### src/rtl/pic_host_pkg.sv
// Shared types and constants for the host-side PIC interrupt acknowledge logic.
package pic_host_pkg;

  localparam int         CNT_W       = 8;
  localparam logic [7:0] OCW2_NS_EOI = 8'h20;

  typedef enum logic [2:0] {
    IDLE,
    P1_LO,
    GAP1,
    P2_LO,
    VEC_HOLD,
    EOI_SETUP,
    EOI_WR,
    EOI_HOLD
  } state_t;

endpackage

### src/rtl/pic_int_sync.sv
// Two-flop synchroniser bringing the asynchronous PIC INT line into the clk domain.
module pic_int_sync (
  input  logic clk,
  input  logic rst,
  input  logic d_i,
  output logic q_o
);

  logic [1:0] sync_reg;

  always_ff @(posedge clk or posedge rst) begin
    if (rst) sync_reg <= '0;
    else     sync_reg <= {sync_reg[0], d_i};
  end

  assign q_o = sync_reg[1];

endmodule

### src/rtl/pic_inta_sequencer.sv
// Generates the two-pulse INTA handshake, captures the PIC vector and hands it to the CPU.
// Optional non-specific EOI write path is built when PIC_HOST_EOI_EN is defined.
module pic_inta_sequencer
  import pic_host_pkg::*;
#(
  parameter int PULSE_CYC = 4
) (
  input  logic       clk,
  input  logic       rst,
  input  logic       int_i,
  input  logic [7:0] d_i,
  output logic       inta_n_o,
  output logic [7:0] vec_o,
  output logic       vec_valid_o,
  input  logic       vec_ready_i,
  output logic       busy_o,
  input  logic       eoi_req_i,
  output logic       eoi_done_o,
  output logic       cs_n_o,
  output logic       wr_n_o,
  output logic       a0_o,
  output logic [7:0] d_o,
  output logic       d_oe_o
);

  localparam logic [CNT_W-1:0] CNT_LOAD = CNT_W'(PULSE_CYC - 1);

  state_t           state_reg, state_next;
  logic [CNT_W-1:0] cnt_reg, cnt_next;
  logic [7:0]       vec_reg;
  logic             int_s;
  logic             cnt_zero;
  logic             eoi_go;

  pic_int_sync u_int_sync (
    .clk (clk),
    .rst (rst),
    .d_i (int_i),
    .q_o (int_s)
  );

  assign cnt_zero = (cnt_reg == '0);

  always_ff @(posedge clk or posedge rst) begin
    if (rst) begin
      state_reg <= IDLE;
      cnt_reg   <= '0;
      vec_reg   <= '0;
    end else begin
      state_reg <= state_next;
      cnt_reg   <= cnt_next;
      if (state_reg == P2_LO && cnt_zero) vec_reg <= d_i;
    end
  end

  // A completed handshake dispatches exactly like IDLE, so back-to-back
  // acknowledges are spaced by a single VEC_HOLD cycle.
  always_comb begin
    state_next = state_reg;
    cnt_next   = cnt_reg;
    case (state_reg)
      IDLE, VEC_HOLD: begin
        if (state_reg == IDLE || vec_ready_i) begin
          state_next = IDLE;
          if (eoi_go) begin
            state_next = EOI_SETUP;
          end else if (int_s) begin
            state_next = P1_LO;
            cnt_next   = CNT_LOAD;
          end
        end
      end
      P1_LO, GAP1, P2_LO: begin
        if (cnt_zero) begin
          cnt_next = CNT_LOAD;
          if (state_reg == P1_LO)     state_next = GAP1;
          else if (state_reg == GAP1) state_next = P2_LO;
          else                        state_next = VEC_HOLD;
        end else begin
          cnt_next = cnt_reg - 1'b1;
        end
      end
`ifdef PIC_HOST_EOI_EN
      EOI_SETUP: begin
        state_next = EOI_WR;
        cnt_next   = CNT_LOAD;
      end
      EOI_WR: begin
        if (cnt_zero) state_next = EOI_HOLD;
        else          cnt_next   = cnt_reg - 1'b1;
      end
      EOI_HOLD: state_next = IDLE;
`endif
      default: state_next = IDLE;
    endcase
  end

  assign inta_n_o    = !(state_reg == P1_LO || state_reg == P2_LO);
  assign vec_valid_o = (state_reg == VEC_HOLD);
  assign busy_o      = (state_reg != IDLE);
  assign vec_o       = vec_reg;

`ifdef PIC_HOST_EOI_EN
  logic eoi_pend_reg, eoi_pend_next;
  logic eoi_phase;

  // A request arriving while one is already pending collapses into it.
  assign eoi_pend_next = (state_next == EOI_SETUP && state_reg != EOI_SETUP) ?
                         1'b0 : (eoi_pend_reg | eoi_req_i);

  always_ff @(posedge clk or posedge rst) begin
    if (rst) eoi_pend_reg <= 1'b0;
    else     eoi_pend_reg <= eoi_pend_next;
  end

  assign eoi_go     = eoi_pend_reg;
  assign eoi_phase  = (state_reg == EOI_SETUP) || (state_reg == EOI_WR) ||
                      (state_reg == EOI_HOLD);
  assign cs_n_o     = !eoi_phase;
  assign a0_o       = !eoi_phase;
  assign d_oe_o     = eoi_phase;
  assign d_o        = eoi_phase ? OCW2_NS_EOI : 8'h00;
  assign wr_n_o     = (state_reg != EOI_WR);
  assign eoi_done_o = (state_reg == EOI_HOLD);
`else
  logic eoi_req_unused;

  assign eoi_req_unused = eoi_req_i;
  assign eoi_go         = 1'b0;
  assign cs_n_o         = 1'b1;
  assign a0_o           = 1'b1;
  assign d_oe_o         = 1'b0;
  assign d_o            = 8'h00;
  assign wr_n_o         = 1'b1;
  assign eoi_done_o     = 1'b0;
`endif

endmodule
### config.mk
export PLATFORM = sky130hd
export DESIGN_NAME = pic_inta_sequencer
export DESIGN_NICKNAME = d
export VERILOG_FILES = /design/src/rtl/pic_host_pkg.sv /design/src/rtl/pic_int_sync.sv /design/src/rtl/pic_inta_sequencer.sv
export SDC_FILE = /design/constraint.sdc
export NUM_CORES = 1
export LEC_CHECK = 0
export ABC_CLOCK_PERIOD_IN_PS = 1800
export CAP_MARGIN = 20
export CORE_MARGIN = 1.5
export CORE_UTILIZATION = 35
export DETAILED_ROUTE_END_ITERATION = 6
export PLACE_DENSITY = 0.76
export SKIP_LAST_GASP = 1
export SYNTH_ARGS = -nofsm -noshare
export SYNTH_HDL_FRONTEND = slang
export SYNTH_HIERARCHICAL = 1
export SYNTH_SLANG_ARGS = --single-unit
### constraint.sdc
create_clock -name clk -period 1.8 [get_ports clk]
set_clock_uncertainty 0.05 [all_clocks]
set_input_delay 0.18 -clock clk [delete_from_list [all_inputs] [get_ports clk]]
set_output_delay 0.18 -clock clk [all_outputs]
set_load 0.005 [all_outputs]
# Word-level counts from Yosys, hierarchy flattened

Index checks and enable logic that the tools add are counted.

Add/subtract/negate cells: 1
Eq/ne operators: 7
Multiplexer cells: 10
Reductions and logical operators: 12

Operators by type and width:

| operator                                                                | number |
|---|---|
| 8-bit 2-to-1 mux                                                        | 3 |
| 8-bit one-hot mux with 2 select lines                                   | 1 |
| 3-bit 2-to-1 mux                                                        | 4 |
| 8-bit zero test                                                         | 1 |
| 8-bit by 1-bit subtractor with 8-bit output, second input constant      | 1 |
| 3-bit by 2-bit == test with 1-bit output, second input constant         | 2 |
| 3-bit one-hot mux with 2 select lines                                   | 1 |
| 2-bit inequality test, second input constant                            | 2 |
| 3-bit by 1-bit == test with 1-bit output, second input constant         | 1 |
| 3-bit == test, second input constant                                    | 1 |
| 3-bit zero test                                                         | 1 |
| 3-bit AND reduction                                                     | 1 |
| 3-bit nonzero test                                                      | 1 |
| 3-bit OR reduction                                                      | 1 |
| 1-bit logical OR                                                        | 2 |
| 2-bit by 1-bit inequality test with 1-bit output, second input constant | 1 |
| 2-bit AND reduction                                                     | 1 |
| 2-bit nonzero test                                                      | 1 |
| 2-bit OR reduction                                                      | 1 |
| 1-bit logical AND                                                       | 1 |
| 1-bit zero test                                                         | 1 |
| 1-bit 2-to-1 mux                                                        | 1 |

Register bits after elaboration: 21
Bits of input ports: 13
Word-level logic and storage cells: 34

# Longest topological paths before layout

Depth in word-level cells: 5
Depth in mapped cells: 6

# By module

Netlist, hierarchy kept.

Modules (own cells, without submodules):

| module             | times used | cells an instance | area each (um2) | sequential area each (um2) |
|---|---|---|---|---|
| pic_inta_sequencer | 1          | 104               | 1,136.1         | 475.5 |
| pic_int_sync       | 1          | 3                 | 53.8            | 50.0 |

# Worst setup path after synthesis

Ideal clock, no wire load.

Kind: register -> register
Start point: register cnt_reg[0]
End point: register vec_reg[0], in the netlist vec_o[0]
Setup time: 128 ps
Data arrival time: 1,614 ps
Slack: 8 ps
Cell stages (with the launch flop): 7
Path buffers: 0
Period minus slack after synthesis: 1,792 ps
Cells stage by stage: dfrtp_1 > inv_1 > ha_1 > nor3b_1 > and2_1 > nand4_4 > mux2_1

Cells in the longest elaborated chain, start to end: 2

RTL lines:

| item                     | line                     | text |
|---|---|---|
| start: declaration       | pic_inta_sequencer.sv:29 | `logic [CNT_W-1:0] cnt_reg, cnt_next;` |
| start signal: assignment | pic_inta_sequencer.sv:51 | `cnt_reg <= cnt_next;` |
| 8-bit zero test          | pic_inta_sequencer.sv:42 | `assign cnt_zero = (cnt_reg == '0);` |
| 1-bit logical AND        | pic_inta_sequencer.sv:52 | `if (state_reg == P2_LO && cnt_zero) vec_reg <= d_i;` |
| end signal: assignment   | pic_inta_sequencer.sv:52 |  |
| end: declaration         | pic_inta_sequencer.sv:30 | `logic [7:0] vec_reg;` |

No other way between the ends.
A chain may end at the register's enable or synchronous reset.

# Worst setup path after layout

Start point: register state_reg[0]
End point: register cnt_reg[6]

Cells in the longest elaborated chain, start to end: 4
Elaborated cells on any way between the ends: 13
Classes of those cells: 6 x eq/ne; 1 x mux; 6 x reduce/logical

RTL lines:

| item                                                                               | line                     | text |
|---|---|---|
| start: declaration                                                                 | pic_inta_sequencer.sv:28 | `state_t state_reg, state_next;` |
| start signal: assignment                                                           | pic_inta_sequencer.sv:50 | `state_reg <= state_next;` |
| 3-bit == test (tied with other cells)                                              | pic_inta_sequencer.sv:61 | `case (state_reg)` |
| 2-bit OR reduction (tied with other cells)                                         | pic_inta_sequencer.sv:61 |  |
| 2-bit by 1-bit inequality test with 1-bit output (no line) (tied with other cells) | -                        |  |
| 3-bit AND reduction (no line)                                                      | -                        |  |

Parallel ways exist; a longest one is shown, timed or not.

==> qor.csv <==
metric,value,unit
run status,"complete, no violations",
area share of the largest cell type after synthesis,44.2,%
required arrival time at the worst endpoint,1970,ps
vertical die dimension,61.3,um
reported leakage power,0.000675,uW
Cell Pwr Density,1480,nW/um^2
half-perimeter wire length of the detailed placement result,1840,um
Reg-to-Reg End,cnt_reg[6],
Boundary Pins,37,
TritonCTS sink count,21,
number of antenna violations at the first check in global routing,0,
destination of the worst hold path,u_int_sync/sync_reg[0],
full die area,3760,sq um
part of the Yosys area used for sequential elements,44.2,%
Worst setup SP type,register,
Placement Cell Area,1460,sq um
proportion of layout cells with a drive suffix above 1,25.5,%
clock buffers created by TritonCTS,3,
mean routed wirelength per cell,13.3,um
Most used DFF post-synth,sky130_fd_sc_hd__dfrtp_1,
worst hold path cell count,1,
cells on worst reg2reg path,5,
"EDFF count, synth",0,
setup repair after global routing missed its margin,true,
worst slack on hold paths,239,ps
Final Max Slew Viols,0,
clock edge transition at the registers on the reported setup and hold paths,130,ps
maximum level of the CTS H-tree,1,
final-layout fill cell count,304,
mean number of vias per cell,4.71,
worst hold path type,in -> reg,
number of routed nets with antenna violations,0,
largest net degree at the start of global routing,20,
Total Nets Final,157,
Clk Tree Root Cell,sky130_fd_sc_hd__clkbuf_4,
worst vdd rail ir drop,0.000755,V
drt drc,0,
final standard cell area without fillers,1550,sq um
global-route usage over all layers,14.8,%
synthesized cell area,1190,sq um
Final period util,97.2,%
FF-to-FF setup slack,50,ps
critical-path maximum fanout,6,
clock insertion delay at the later pin of the skew report,320,ps
DRT Wirelength,2450,um
count of different cell masters after synthesis,39,
CTS max path bufs,2,
top post-synthesis cells by area,"sky130_fd_sc_hd__dfrtp_1, sky130_fd_sc_hd__buf_4, sky130_fd_sc_hd__mux2_2",
gp weighted congestion,0.820,
worst r2r src,state_reg[0],
Die X-Extent,61.3,um
Synth Warn #,6,
number of rows created at floorplan,20,
area growth from synthesis to layout,29.9,%
Worst Setup Path Type,reg -> reg,
post-placement setup slack,-182,ps
final critical path time including I/O delays and setup,1750,ps
startpoint of the most critical setup path,state_reg[0],
IO buf count,22,
number of detailed-route iterations in the first pass,4,
TritonCTS clock tree,yes,
share of synthesized registers carrying an async set or reset,100,%
Min-Delay Startpoint,int_i,
count of endpoints failing setup in the final report,0,
overall power after layout,2290,uW
area of the core,3150,sq um
register bit total from synthesis,21,
Worst Tran Pin Value,549,ps
achievable clock frequency,0.571,GHz
instance count of the mapped netlist,107,
cell accounting for the most synthesized area,sky130_fd_sc_hd__dfrtp_1,
mean post-synth cell area,11.1,sq um
max-cap check violation count,0,
final hold violation count,0,
total grt overflow,0,
crit path DAT,1920,ps
Starting Density,37.7,%
First DRT Iteration DRCs,14,
Worst Slack Setup Final,50.0,ps
number of inserted diodes,0,
total via count in the routed design,872,
global-route wire length before repair,4000,um
crit path capture type,register,
max_slew headroom,63.1,%
number of global-route vias before repair,891,
[final cells by class]
type                            count  area [sq um]  area share, %
Clock buffer                        3          22.5           1.46
Tap cell                           44          55.1           3.56
Multi-Input combinational cell     75           586           37.9
Sequential cell                    21           526           34.0
Inverter                            5          20.0           1.30
Clock inverter                      1          7.51          0.486
Timing Repair Buffer               36           329           21.3
[worst max path at each step]
stage,endpoint,depth (start not counted)
final,cnt_reg[6],5
after global routing,vec_o[7],6
after CTS,cnt_reg[5],5
after detailed placement,cnt_reg[5],5
after global placement,cnt_reg[5],5
after floorplan,vec_o[0],6
[cell families after synthesis]
| logic type | synth area share (%) |
|---|---|
| adders and majority gates | 2.10 |
| and+or+nand+nor | 15.8 |
| other | 0.631 |
| DFF | 44.2 |
| buffers and inverters | 12.7 |
| AOI/OAI and AO/OA | 11.9 |
| muxes | 7.57 |
| xor gates and xnor gates | 5.15 |
[stage by stage]
| stage | cells | TNS, ps | utilization, % |
|---|---|---|---|
| finish | 185 | 0 | 49.0 |
| global route | 185 | -69.5 | 49.0 |
| CTS | 185 | -238 | 48.2 |
| detailed placement | 178 | -940 | 46.2 |
| global placement | 178 | -642 | 46.2 |
| floorplan | 118 | 0 | - |
[report_power, final]
group / internal [uW] / switching, uW
Clock: 85.1 / 158
Combinational: 685 / 545
Sequential: 664 / 152
[Yosys cell counts, types with 2 or more instances]
library cell                 n
sky130_fd_sc_hd__dfrtp_1    21
sky130_fd_sc_hd__buf_4      14
sky130_fd_sc_hd__nor2_1      9
sky130_fd_sc_hd__xnor2_1     6
sky130_fd_sc_hd__mux2_2      5
sky130_fd_sc_hd__inv_1       4
sky130_fd_sc_hd__mux2_1      3
sky130_fd_sc_hd__nand2_1     3
sky130_fd_sc_hd__nand3_1     3
sky130_fd_sc_hd__a2111oi_4   2
sky130_fd_sc_hd__a21oi_1     2
sky130_fd_sc_hd__buf_6       2
sky130_fd_sc_hd__conb_1      2
sky130_fd_sc_hd__ha_1        2
sky130_fd_sc_hd__nor3_1      2
sky130_fd_sc_hd__o31ai_1     2
sky130_fd_sc_hd__or2_2       2
sky130_fd_sc_hd__or3_1       2
[routing by layer]
layer  vias to the layer above  share of wire [%]  global-route usage [%]  routed length [um]
li1                        412                  -                       -                   -
met1                       413                 38                    15.5                 939
met2                        37                 52                    25.7                1280
met3                        10                6.3                    4.83                 154
met4                         0                3.1                    9.01                  75
met5                         -                  0                       0                   0
[worst max-delay path: stages, from the launching register on]
cell and delay (ps):
sky130_fd_sc_hd__dfrtp_1 430, sky130_fd_sc_hd__buf_4 150, sky130_fd_sc_hd__or3b_4 440, sky130_fd_sc_hd__a2111oi_4 380
sky130_fd_sc_hd__xnor2_1 150, sky130_fd_sc_hd__nor2_1 50
[layout by cell type (no fill, tap or decap), drive strengths merged, types with 3 or more instances in the layout]
cell,count
inv,4
clkdlybuf4s50,20
nand2,3
xnor2,6
conb,13
clkbuf,3
mux2,8
nor2,10
buf,13
nand3,3
dfrtp,21
[timing repair]
| action | 4_1_cts | 5_1_grt |
|---|---|---|
| endpoints found under the hold margin | 2 | 0 |
| gates cloned | 0 | 0 |
| pin swaps | 0 | 3 |
| setup buffers | 2 | 0 |
| endpoints found under the setup margin | 6 | 16 |
| resized for setup | 5 | 5 |
| hold buffers | 1 | 0 |
(Power assumes the default switching activity.)
